[src/rtl/switch_debounce.sv]
// switch_debounce: synchronizes and debounces the slide-switch pin, with edge strobes and diagnostic counters
module switch_debounce #(
    parameter int DEBOUNCE_CYCLES = 1000000,
    parameter int CNT_W           = 20,
    parameter int EVT_W           = 16,
    parameter bit RESET_LEVEL     = 1'b0
) (
    input  logic             clk_clk,
    input  logic             reset_reset_n,
    input  logic             sw_raw,
    input  logic             evt_clr,
    output logic             sw_level,
    output logic             sw_rise,
    output logic             sw_fall,
    output logic [EVT_W-1:0] rise_count,
    output logic [7:0]       bounce_count
);
    typedef enum logic [1:0] {STABLE_LOW, WAIT_HIGH, STABLE_HIGH, WAIT_LOW} state_t;

    localparam logic [CNT_W-1:0] CNT_LAST    = CNT_W'(DEBOUNCE_CYCLES - 1);
    localparam state_t           RESET_STATE = RESET_LEVEL ? STABLE_HIGH : STABLE_LOW;

    state_t           state;
    logic             sync1;
    logic             sync2;
    logic [CNT_W-1:0] cnt;
    logic             bounce;

    // A pending transition aborts when the synchronized input returns to the stable level
    assign bounce = (state == WAIT_HIGH && !sync2) || (state == WAIT_LOW && sync2);

    // Two-flop synchronizer; only sync2 is used downstream
    always_ff @(posedge clk_clk or negedge reset_reset_n) begin
        if (!reset_reset_n) begin
            sync1 <= RESET_LEVEL;
            sync2 <= RESET_LEVEL;
        end else begin
            sync1 <= sw_raw;
            sync2 <= sync1;
        end
    end

    // Debounce FSM: a new level is accepted only after DEBOUNCE_CYCLES uninterrupted samples
    always_ff @(posedge clk_clk or negedge reset_reset_n) begin
        if (!reset_reset_n) begin
            state    <= RESET_STATE;
            cnt      <= '0;
            sw_level <= RESET_LEVEL;
            sw_rise  <= 1'b0;
            sw_fall  <= 1'b0;
        end else begin
            sw_rise <= 1'b0;
            sw_fall <= 1'b0;
            case (state)
                STABLE_LOW: begin
                    if (sync2) begin
                        state <= WAIT_HIGH;
                        cnt   <= '0;
                    end
                end
                WAIT_HIGH: begin
                    if (!sync2) begin
                        state <= STABLE_LOW;
                    end else if (cnt == CNT_LAST) begin
                        state    <= STABLE_HIGH;
                        sw_level <= 1'b1;
                        sw_rise  <= 1'b1;
                    end else begin
                        cnt <= cnt + 1'b1;
                    end
                end
                STABLE_HIGH: begin
                    if (!sync2) begin
                        state <= WAIT_LOW;
                        cnt   <= '0;
                    end
                end
                WAIT_LOW: begin
                    if (sync2) begin
                        state <= STABLE_HIGH;
                    end else if (cnt == CNT_LAST) begin
                        state    <= STABLE_LOW;
                        sw_level <= 1'b0;
                        sw_fall  <= 1'b0 | 1'b1;
                    end else begin
                        cnt <= cnt + 1'b1;
                    end
                end
            endcase
        end
    end

    // Event counters; a clear coinciding with an event loads 1 so the event is kept
    always_ff @(posedge clk_clk or negedge reset_reset_n) begin
        if (!reset_reset_n) begin
            rise_count   <= '0;
            bounce_count <= '0;
        end else begin
            rise_count   <= evt_clr ? EVT_W'(sw_rise) : rise_count + EVT_W'(sw_rise);
            bounce_count <= evt_clr ? 8'(bounce)
                          : (bounce && bounce_count != 8'hFF) ? bounce_count + 8'd1
                          : bounce_count;
        end
    end
endmodule

[config.mk]
export PLATFORM = sky130hd
export DESIGN_NAME = switch_debounce
export DESIGN_NICKNAME = d
export VERILOG_FILES = /design/src/rtl/switch_debounce.sv
export SDC_FILE = /design/constraint.sdc
export NUM_CORES = 1
export LEC_CHECK = 0
export ABC_AREA = 1
export BUFFER_PORTS_ARGS = -buffer_cell sky130_fd_sc_hd__buf_2
export CORE_MARGIN = 2
export CORE_UTILIZATION = 30
export DETAILED_ROUTE_END_ITERATION = 7
export GPL_TIMING_DRIVEN = 0
export HOLD_SLACK_MARGIN = 0.05
export SYNTH_ARGS = -nofsm -noshare
export SYNTH_HDL_FRONTEND = slang
export SYNTH_SLANG_ARGS = --single-unit
[constraint.sdc]
create_clock -name clk_clk -period 3.2 [get_ports clk_clk]
set_clock_uncertainty 0.15 [all_clocks]
set_input_delay 0.48 -clock clk_clk [delete_from_list [all_inputs] [get_ports clk_clk]]
set_output_delay 0.48 -clock clk_clk [all_outputs]
set_load 0.01 [all_outputs]
==> run_results.csv, run 1 <==
group,metric,value,unit
outcome,status,"finished, final reports clean",
sta,fin_tns_setup,0,ns
synthesis,netlist_instances,371,
cts,cts_setup_buffers,0,
sta,period_share,65.8,%
placement,gp_congestion,0.820,
critical_path,crit-reg2reg-launch,"cnt[0]",
synthesis,synth_area,0.00277,sq mm
die,die_w,100,microns
synthesis,synth_cell_type_count,29,
die,fp.dieH,100,microns
global_routing,antenna_found_initial,0,
sta,slew_headroom,24.6,%
die,row_count,35,
synthesis,synth_area_leaders,"dfrtp_1, nand2_1, nor2_1, nand3_1, inv_1",
placement,dpl.hpwl,4.57,mm
cts,htree_levels,2,
cts,cts_resized,0,
placement,dp.cells,511,
sta,slew_violations,0,
critical_path,crit_path_max_incr_delay,0.47,ns
global_routing,grt_overflow,0,
layout,n_antenna_cell,0,
synthesis,yosysWarnings,0,
critical_path,rr_endpoint,"cnt[19]",
critical_path,cpMaxStageDelayCell,"dfrtp_1",
synthesis,yosysSeqAreaShare,46.1,%
power,power_density,350,mW/mm^2
critical_path,cp-end-kind,"flip-flop",
synthesis,synth-edff-count,0,
synthesis,synth_top_area_share,46.1,%
layout,most-common-layout-cells,"nand2_1, nor2_1, dfrtp_1",
route,dr_total_vias,2448,
die,initial_utilization,30.4,%
layout,layout_commonest_cell,"nand2_1",
min_path,hold_end,"sync1",
min_path,hp-class,"primary input to flip-flop",
sta,setup_viol,0,
critical_path,cp_max_fo,7,
cts,clkTransAtPathRegs,0.09,ns
placement,port_buffers,29,
global_routing,grt_pass1_wl,10.7,mm
placement,place_area,0.00305,sq mm
sta,fmax,475,MHz
critical_path,r2r_cells,8,
cts,cts_buffer_depth,2,
critical_path,startpoint,"cnt[0]",
cts,ctsHoldBuffers,0,
synthesis,syn_nets,379,
route,dr.first_iter.drc_count,142,
sta,fin_crit,2.11,ns
layout,final_nets,415,
die,design.portCount,31,
power,finalPower,0.00110,W
route,vias_per_cell,4.73,
cts,clock_latency,0.30,ns
cts,cts_sinks,51,
route,drtPass1Iterations,4,
route,wl_per_cell,11.9,microns
job,maxCapViolCount,0,
critical_path,crit_path_start_kind,"flip-flop",
layout,area_delta_synth_final,13.2,%
global_routing,grt_pass1_vias,2346,
cts,root_buffer,"clkbuf_8",
critical_path,worst-r2r-setup-slack,1.09,ns
critical_path,cp.buffers_inverters,1,
route,final_antenna_net_count,0,
layout,layout-drive-gt1-share,11.3,%
critical_path,crit_arrival,2.15,ns
cts,cts_tree,"done",
critical_path,worstPathCellList,"ha_1 > nand3_1 > nor2_1 > nand3_2 > nand3_1 > inv_1 > nand2_1 > nand2_1",
sta,rsz0062_at_grt,"no",
die,core-area,0.00911,sq mm
synthesis,ys.flop_type,"dfrtp_1",
global_routing,grt_max_degree,52,
critical_path,cpLargestDelayFamily,"simple AND/OR/NAND/NOR gates",
synthesis,synthArstFlopShare,100,%
power,ir_drop,0.160,mV
route,drc,0,
sta,hold_viol_final,0,
global_routing,grt_usage,13.1,%
power,p_leak,1.48,nW
layout,final_area,0.00313,sq mm
sta,tightest_slew,1.13,ns
critical_path,crit_required,3.24,ns
cts,cts_inserted_buffers,5,
synthesis,synth_area_leader_cell,"dfrtp_1",
synthesis,ys_ff_latch,51,
critical_path,critPathKind,"flip-flop to flip-flop",
min_path,hold_path_depth,1,
synthesis,syn_avg_cell_area,7.46,sq um
layout,fin_cells,518,
route,routed_wl,6.19,mm
min_path,holdCritStartpoint,"sw_raw",
die,dieArea,0.0100,sq mm
power by group:
group	internal [W]	switching, W	total [W]
logic	0.0000183	0.0000467	0.0000650
registers	0.000653	0.0000136	0.000666
clock network	0.000150	0.000215	0.000365
total	0.000821	0.000275	0.00110
final cells by class:
| class | count | area [sq um] |
|---|---|---|
| Fill cell | 991 | 5970 |
| Multi-Input combinational cell | 276 | 1310 |
| Clock buffer | 5 | 68.8 |
| Buffer | 4 | 31.3 |
| Sequential cell | 51 | 1280 |
| Inverter | 40 | 150 |
| Timing Repair Buffer | 29 | 145 |
| Tap cell | 111 | 139 |
| Clock inverter | 2 | 13.8 |
per-stage QoR:
stage	util [%]	setup WS [ns]	hold slack, ns
2_1_floorplan	-	1.45	0.0344
3_3_place_gp	33.5	1.12	0.186
3_5_place_dp	33.5	1.09	0.185
4_1_cts	34.4	1.07	0.123
5_1_grt	34.4	0.844	0.111
6_report	34.4	1.09	0.132
cell usage after synthesis (4+ instances only):
| library cell | count |
|---|---|
| nand2_1 | 111 |
| nor2_1 | 56 |
| dfrtp_1 | 51 |
| inv_1 | 37 |
| nand3_1 | 31 |
| o21ai_0 | 18 |
| xor2_1 | 13 |
| a21oi_1 | 9 |
| nand4_1 | 8 |
| o21ai_1 | 7 |
| ha_1 | 4 |
sequential cells by signal (all words and copies together), names as in the netlist, named ones only:
| name | flops |
|---|---|
| cnt | 20 |
| rise_count | 16 |
| bounce_count | 8 |
| state | 1 |
| sw_fall | 1 |
| sw_level | 1 |
| sw_rise | 1 |
| sync1 | 1 |
| sync2 | 1 |
metal layers:
layer / vias up / global-route usage, % / part of all wire, %
met5: - / 0 / 0
met4: 0 / 3.48 / 0.68
met3: 4 / 2.92 / 5.8
met2: 53 / 22.0 / 47
met1: 1138 / 17.0 / 47
li1: 1253 / - / -
cells by family after synthesis:
group	after synthesis	synth area share (%)
AO/OA/AOI/OAI	42	8.23
XOR/XNOR	13	4.11
adder cells (fa/ha/maj)	4	1.81
buffers and inverters	44	6.55
flip-flops	51	46.1
AND/OR/NAND/NOR	217	33.2
worst max-delay path by stage:
stage / depth (start not counted) / to / slack [ns]
after floorplan: 9 / rise_count[12] / 1.45
after global placement: 8 / cnt[19] / 1.12
after detailed placement: 8 / cnt[19] / 1.09
after CTS: 8 / cnt[19] / 1.07
after global routing: 8 / cnt[19] / 0.84
final: 8 / cnt[19] / 1.09
Note: power is estimated with default switching activity, not from simulation.
==> inputs of run 2 (changes only) <==
==> constraint.sdc (replaced) <==
create_clock -name clk_clk -period 2.2 [get_ports clk_clk]
set_clock_uncertainty 0.15 [all_clocks]
set_input_delay 0.33 -clock clk_clk [delete_from_list [all_inputs] [get_ports clk_clk]]
set_output_delay 0.33 -clock clk_clk [all_outputs]
set_load 0.01 [all_outputs]
==> run 2 against run 1 <==
Compared with the run above: critical path depth unchanged; setup slack worse by 0.88 ns; clock power up 44%; global-route usage barely moved; die area did not move.
==> run_results.csv, run 2 (synthesized netlist as in run 1, its figures left out) <==
group,metric,value,unit
sta,setup_viol,0,
sta,fin_tns_setup,0,ns
die,fp.dieH,100,microns
route,wl_per_cell,11.9,microns
layout,fin_cells,519,
placement,dp.cells,511,
route,vias_per_cell,4.69,
cts,clock_latency,0.30,ns
sta,rsz0062_at_grt,"no",
power,ir_drop,0.230,mV
cts,cts_buffer_depth,2,
route,routed_wl,6.18,mm
die,dieArea,0.0100,sq mm
critical_path,cp_max_fo,10,
placement,gp_congestion,0.820,
cts,htree_levels,2,
sta,fin_crit,1.98,ns
cts,cts_setup_buffers,0,
critical_path,crit_path_start_kind,"flip-flop",
power,p_leak,1.48,nW
global_routing,grt_overflow,0,
global_routing,grt_pass1_vias,2347,
power,finalPower,0.00159,W
cts,cts_sinks,51,
layout,most-common-layout-cells,"nand2_1, nor2_1, dfrtp_1",
job,maxCapViolCount,0,
cts,cts_tree,"done",
die,die_w,100,microns
cts,clkTransAtPathRegs,0.09,ns
critical_path,cpMaxStageDelayCell,"dfrtp_1",
sta,hold_viol_final,0,
layout,area_delta_synth_final,13.9,%
critical_path,critPathKind,"flip-flop to flip-flop",
critical_path,crit_path_max_incr_delay,0.42,ns
sta,hold_slack,0.0891,ns
global_routing,grt_max_degree,52,
layout,n_antenna_cell,0,
global_routing,grt_pass1_wl,10.7,mm
route,dr.first_iter.drc_count,106,
layout,largest_reg_flops,20,
route,drc,0,
outcome,status,"finished, final reports clean",
min_path,hp-class,"primary input to async pin",
die,initial_utilization,30.4,%
global_routing,antenna_found_initial,0,
cts,root_buffer,"clkbuf_8",
layout,final_nets,416,
sta,fmax,504,MHz
cts,cts_inserted_buffers,5,
placement,dpl.hpwl,4.57,mm
layout,top_register,"cnt",
route,dr_total_vias,2432,
die,design.portCount,31,
placement,port_buffers,29,
critical_path,worstPathCellList,"ha_1 > nand3_1 > nor2_1 > nand3_2 > nand2_4 > buf_6 > nand2_1 > o21ai_1",
critical_path,crit_arrival,2.06,ns
layout,layout-drive-gt1-share,12.0,%
route,final_antenna_net_count,0,
die,row_count,35,
critical_path,cp-end-kind,"flip-flop",
die,core-area,0.00911,sq mm
sta,slew_headroom,24.8,%
sta,period_share,90.2,%
sta,slew_violations,0,
layout,layout_commonest_cell,"nand2_1",
route,drtPass1Iterations,4,
critical_path,crit_required,2.27,ns
layout,top_regs,"cnt (20), rise_count (16), bounce_count (8)",
power,power_density,505,mW/mm^2
sta,tightest_slew,1.13,ns
global_routing,grt_usage,13.1,%
==> run 2: cell types whose count changed in the layout (fill, tap and decap cells not counted) <==
| cell | previous run | this run |
|---|---|---|
| dfrtp_1 | 51 | 50 |
| dfrtp_2 | 0 | 1 |
| dlygate4sd3_1 | 0 | 1 |
| nand3_1 | 31 | 30 |
| nand3_2 | 1 | 2 |
| nor2_1 | 56 | 55 |
| nor2_2 | 1 | 2 |
==> run 2: path summary, 6_finish.rpt <==
| check | slack, ns | depth (start not counted) | from | to |
|---|---|---|---|---|
| min in group clk_clk | 0.19 | 2 | evt_clr | rise_count[15] |
| min | 0.09 | 1 | reset_reset_n | rise_count[8] |
| max in group asynchronous | 1.04 | 1 | reset_reset_n | cnt[0] |
| min reg2reg | 0.20 | 0 | sync1 | sync2 |
| max reg2reg | 0.22 | 8 | cnt[1] | cnt[15] |
| max | 0.22 | 8 | cnt[1] | cnt[15] |
==> run 2: critical path, delay by kind of cell (launching register included) <==
kind                     cells  cell delay [ns]
AND/OR/NAND/NOR              5             0.82
flip-flops                   1             0.42
adder cells (fa/ha/maj)      1             0.27
buffers and inverters        1             0.16
AO/OA/AOI/OAI                1             0.08
==> run 2: metal layers <==
| layer | global-route usage [%] | up-vias | wire length [microns] |
|---|---|---|---|
| met4 | 3.48 | 0 | 66 |
| li1 | - | 1257 | - |
| met3 | 2.92 | 7 | 296 |
| met2 | 22.0 | 50 | 2880 |
| met1 | 17.0 | 1118 | 2940 |
| met5 | 0 | - | 0 |
==> run 2: per-stage QoR <==
stage / setup WS [ns] / cell area, sq um / utilization, %
finish: 0.217 / 3150 / 34.6
global route: 0.0342 / 3150 / 34.6
CTS: 0.0732 / 3140 / 34.5
detailed placement: 0.0853 / 3050 / 33.5
global placement: 0.120 / 3050 / 33.5
floorplan: 0.453 / 2770 / -
==> run 2: repair_timing <==
item / CTS / global route
hold buffers: 1 / 0
endpoints found under the hold margin: 1 / 0
gates resized for setup: 0 / 3
endpoints found under the setup margin: 0 / 11
==> run 2: power breakdown <==
part           total (W)  internal [W]  switching (W)
clock           0.000527      0.000218       0.000309
sequential      0.000970      0.000950      0.0000197
combinational  0.0000967     0.0000281      0.0000686
==> run 2: final cells by class <==
| cell class | instances | area [sq um] |
|---|---|---|
| Buffer | 4 | 31.3 |
| Clock buffer | 5 | 68.8 |
| Clock inverter | 2 | 13.8 |
| Fill cell | 987 | 5960 |
| Inverter | 40 | 150 |
| Multi-Input combinational cell | 276 | 1320 |
| Sequential cell | 51 | 1280 |
| Tap cell | 111 | 139 |
| Timing Repair Buffer | 30 | 155 |
==> inputs of run 3 (changes only) <==
==> constraint.sdc (replaced) <==
create_clock -name clk_clk -period 2.1 [get_ports clk_clk]
set_clock_uncertainty 0.15 [all_clocks]
set_input_delay 0.315 -clock clk_clk [delete_from_list [all_inputs] [get_ports clk_clk]]
set_output_delay 0.315 -clock clk_clk [all_outputs]
set_load 0.01 [all_outputs]
==> run 3 against run 2 <==
Compared with the run above: maximum frequency increased by 5.1%; utilization up 0.082 points; first-iteration DRC count up 26%; count of clock-buffer cells in the layout unchanged; wire length barely moved; non-clock buffer count stayed put.
==> run_results.csv, run 3 (synthesized netlist as in run 1, its figures left out) <==
group,metric,value,unit
die,core-area,0.00911,sq mm
critical_path,r2r_cells,8,
sta,hold_viol_final,0,
cts,cts_tree,"done",
min_path,hp-class,"primary input to async pin",
global_routing,grt_usage,13.1,%
global_routing,grt_overflow,0,
route,dr.first_iter.drc_count,134,
global_routing,grt_pass1_vias,2348,
route,drc,0,
placement,port_buffers,29,
critical_path,crit_arrival,1.96,ns
layout,n_antenna_cell,0,
die,dieArea,0.0100,sq mm
route,routed_wl,6.19,mm
cts,cts_sinks,51,
layout,top_regs,"cnt (20), rise_count (16), bounce_count (8)",
sta,slew_headroom,24.7,%
global_routing,grt_max_degree,52,
power,finalPower,0.00167,W
route,vias_per_cell,4.72,
sta,rsz0062_at_grt,"no",
power,power_density,529,mW/mm^2
placement,place_area,0.00305,sq mm
global_routing,globalRouteMet3Util,2.92,%
sta,period_share,89.9,%
layout,top_register,"cnt",
critical_path,crit_path_start_kind,"flip-flop",
placement,gp_congestion,0.820,
critical_path,worst-r2r-setup-slack,0.21,ns
global_routing,antenna_found_initial,0,
global_routing,met1_usage,17.0,%
die,row_count,35,
job,maxCapViolCount,0,
cts,clock_latency,0.30,ns
layout,final_area,0.00316,sq mm
critical_path,startpoint,"cnt[1]",
critical_path,critPathKind,"flip-flop to flip-flop",
outcome,status,"finished, final reports clean",
die,fp.dieH,100,microns
route,final_antenna_net_count,0,
power,ir_drop,0.240,mV
die,initial_utilization,30.4,%
sta,tightest_slew,1.13,ns
layout,final_util,34.7,%
route,wl_per_cell,11.9,microns
sta,fmax,530,MHz
critical_path,crit_required,2.17,ns
placement,dpl.hpwl,4.57,mm
global_routing,grt_pass1_wl,10.7,mm
layout,final_nets,416,
power,p_leak,1.48,nW
cts,cts_buffer_depth,2,
cts,root_buffer,"clkbuf_8",
route,drtPass1Iterations,5,
global_routing,grt_use_met2,22.0,%
layout,area_delta_synth_final,14.2,%
sta,hold_slack,0.0754,ns
layout,layout_commonest_cell,"nand2_1",
layout,largest_reg_flops,20,
critical_path,cp-end-kind,"flip-flop",
sta,setup_viol,0,
cts,htree_levels,2,
cts,cts_inserted_buffers,5,
die,die_w,100,microns
route,dr_total_vias,2449,
critical_path,rr_endpoint,"cnt[15]",
layout,most-common-layout-cells,"nand2_1, nor2_1, dfrtp_1",
sta,fin_crit,1.89,ns
critical_path,cp_max_fo,10,
sta,slew_violations,0,
die,design.portCount,31,
cts,clkTransAtPathRegs,0.09,ns
layout,layout-drive-gt1-share,12.5,%
critical_path,crit-reg2reg-launch,"cnt[1]",
global_routing,grt_busiest_layer,"met2",
-- run 3: changes by cell type in the layout (fill, tap and decap cells not counted) --
cell and change:
nand3_1 -1, nand3_2 +1, nor2_1 -1, nor2_2 +1
-- run 3: worst max path at each step --
| stage | slack (ns) | cells after the start | to |
|---|---|---|---|
| floorplan | 0.35 | 9 | rise_count[12] |
| global placement | 0.02 | 8 | cnt[19] |
| detailed placement | -0.01 | 8 | cnt[19] |
| CTS | 0.03 | 8 | cnt[19] |
| global route | 0.002 | 9 | bounce_count[6] |
| finish | 0.21 | 8 | cnt[15] |
-- run 3: where the power goes --
group          internal (W)  total (W)  switching, W  leakage (nW)
clock network      0.000229   0.000554      0.000325        0.0440
registers          0.000995    0.00102     0.0000207         0.701
logic             0.0000295   0.000102     0.0000721         0.739
-- run 3: per-stage QoR --
step	instances	setup WS (ns)	TNS, ns
after global routing	519	0.00211	0
after CTS	519	0.0271	0
final	519	0.213	0
after global placement	511	0.0198	0
after floorplan	371	0.353	0
after detailed placement	511	-0.0147	-0.0147
-- run 3: metal layers --
layer	wire length (microns)	vias up	part of all wire [%]
met5	0	-	0
met4	67	0	1.1
met3	309	8	5.0
met2	2900	55	47
met1	2910	1129	47
li1	-	1257	-
-- run 3: timing repair --
item / 4_1_cts / 5_1_grt
hold buffers: 1 / 0
setup endpoints to repair: 4 / 20
resized for setup: 1 / 4
hold endpoints to repair: 1 / 0
pin swaps: 0 / 0
setup buffers: 0 / 0
-- run 3: cell type report --
type                       instances  area, sq um
multi-input combinational        276         1330
fill                             985         5950
timing repair buffer              30          155
inverter                          40          150
buffer                             4         31.3
clock inverter                     2         13.8
sequential                        51         1280
tap                              111          139
clock buffer                       5         68.8
-- run 3: worst max-delay path, cell delays in order, from the launching register on --
cell	delay [ns]
dfrtp_1	0.43
ha_1	0.29
nand3_2	0.17
nor2_2	0.18
nand3_2	0.17
nand2_4	0.14
buf_6	0.16
nand2_1	0.05
o21ai_1	0.08
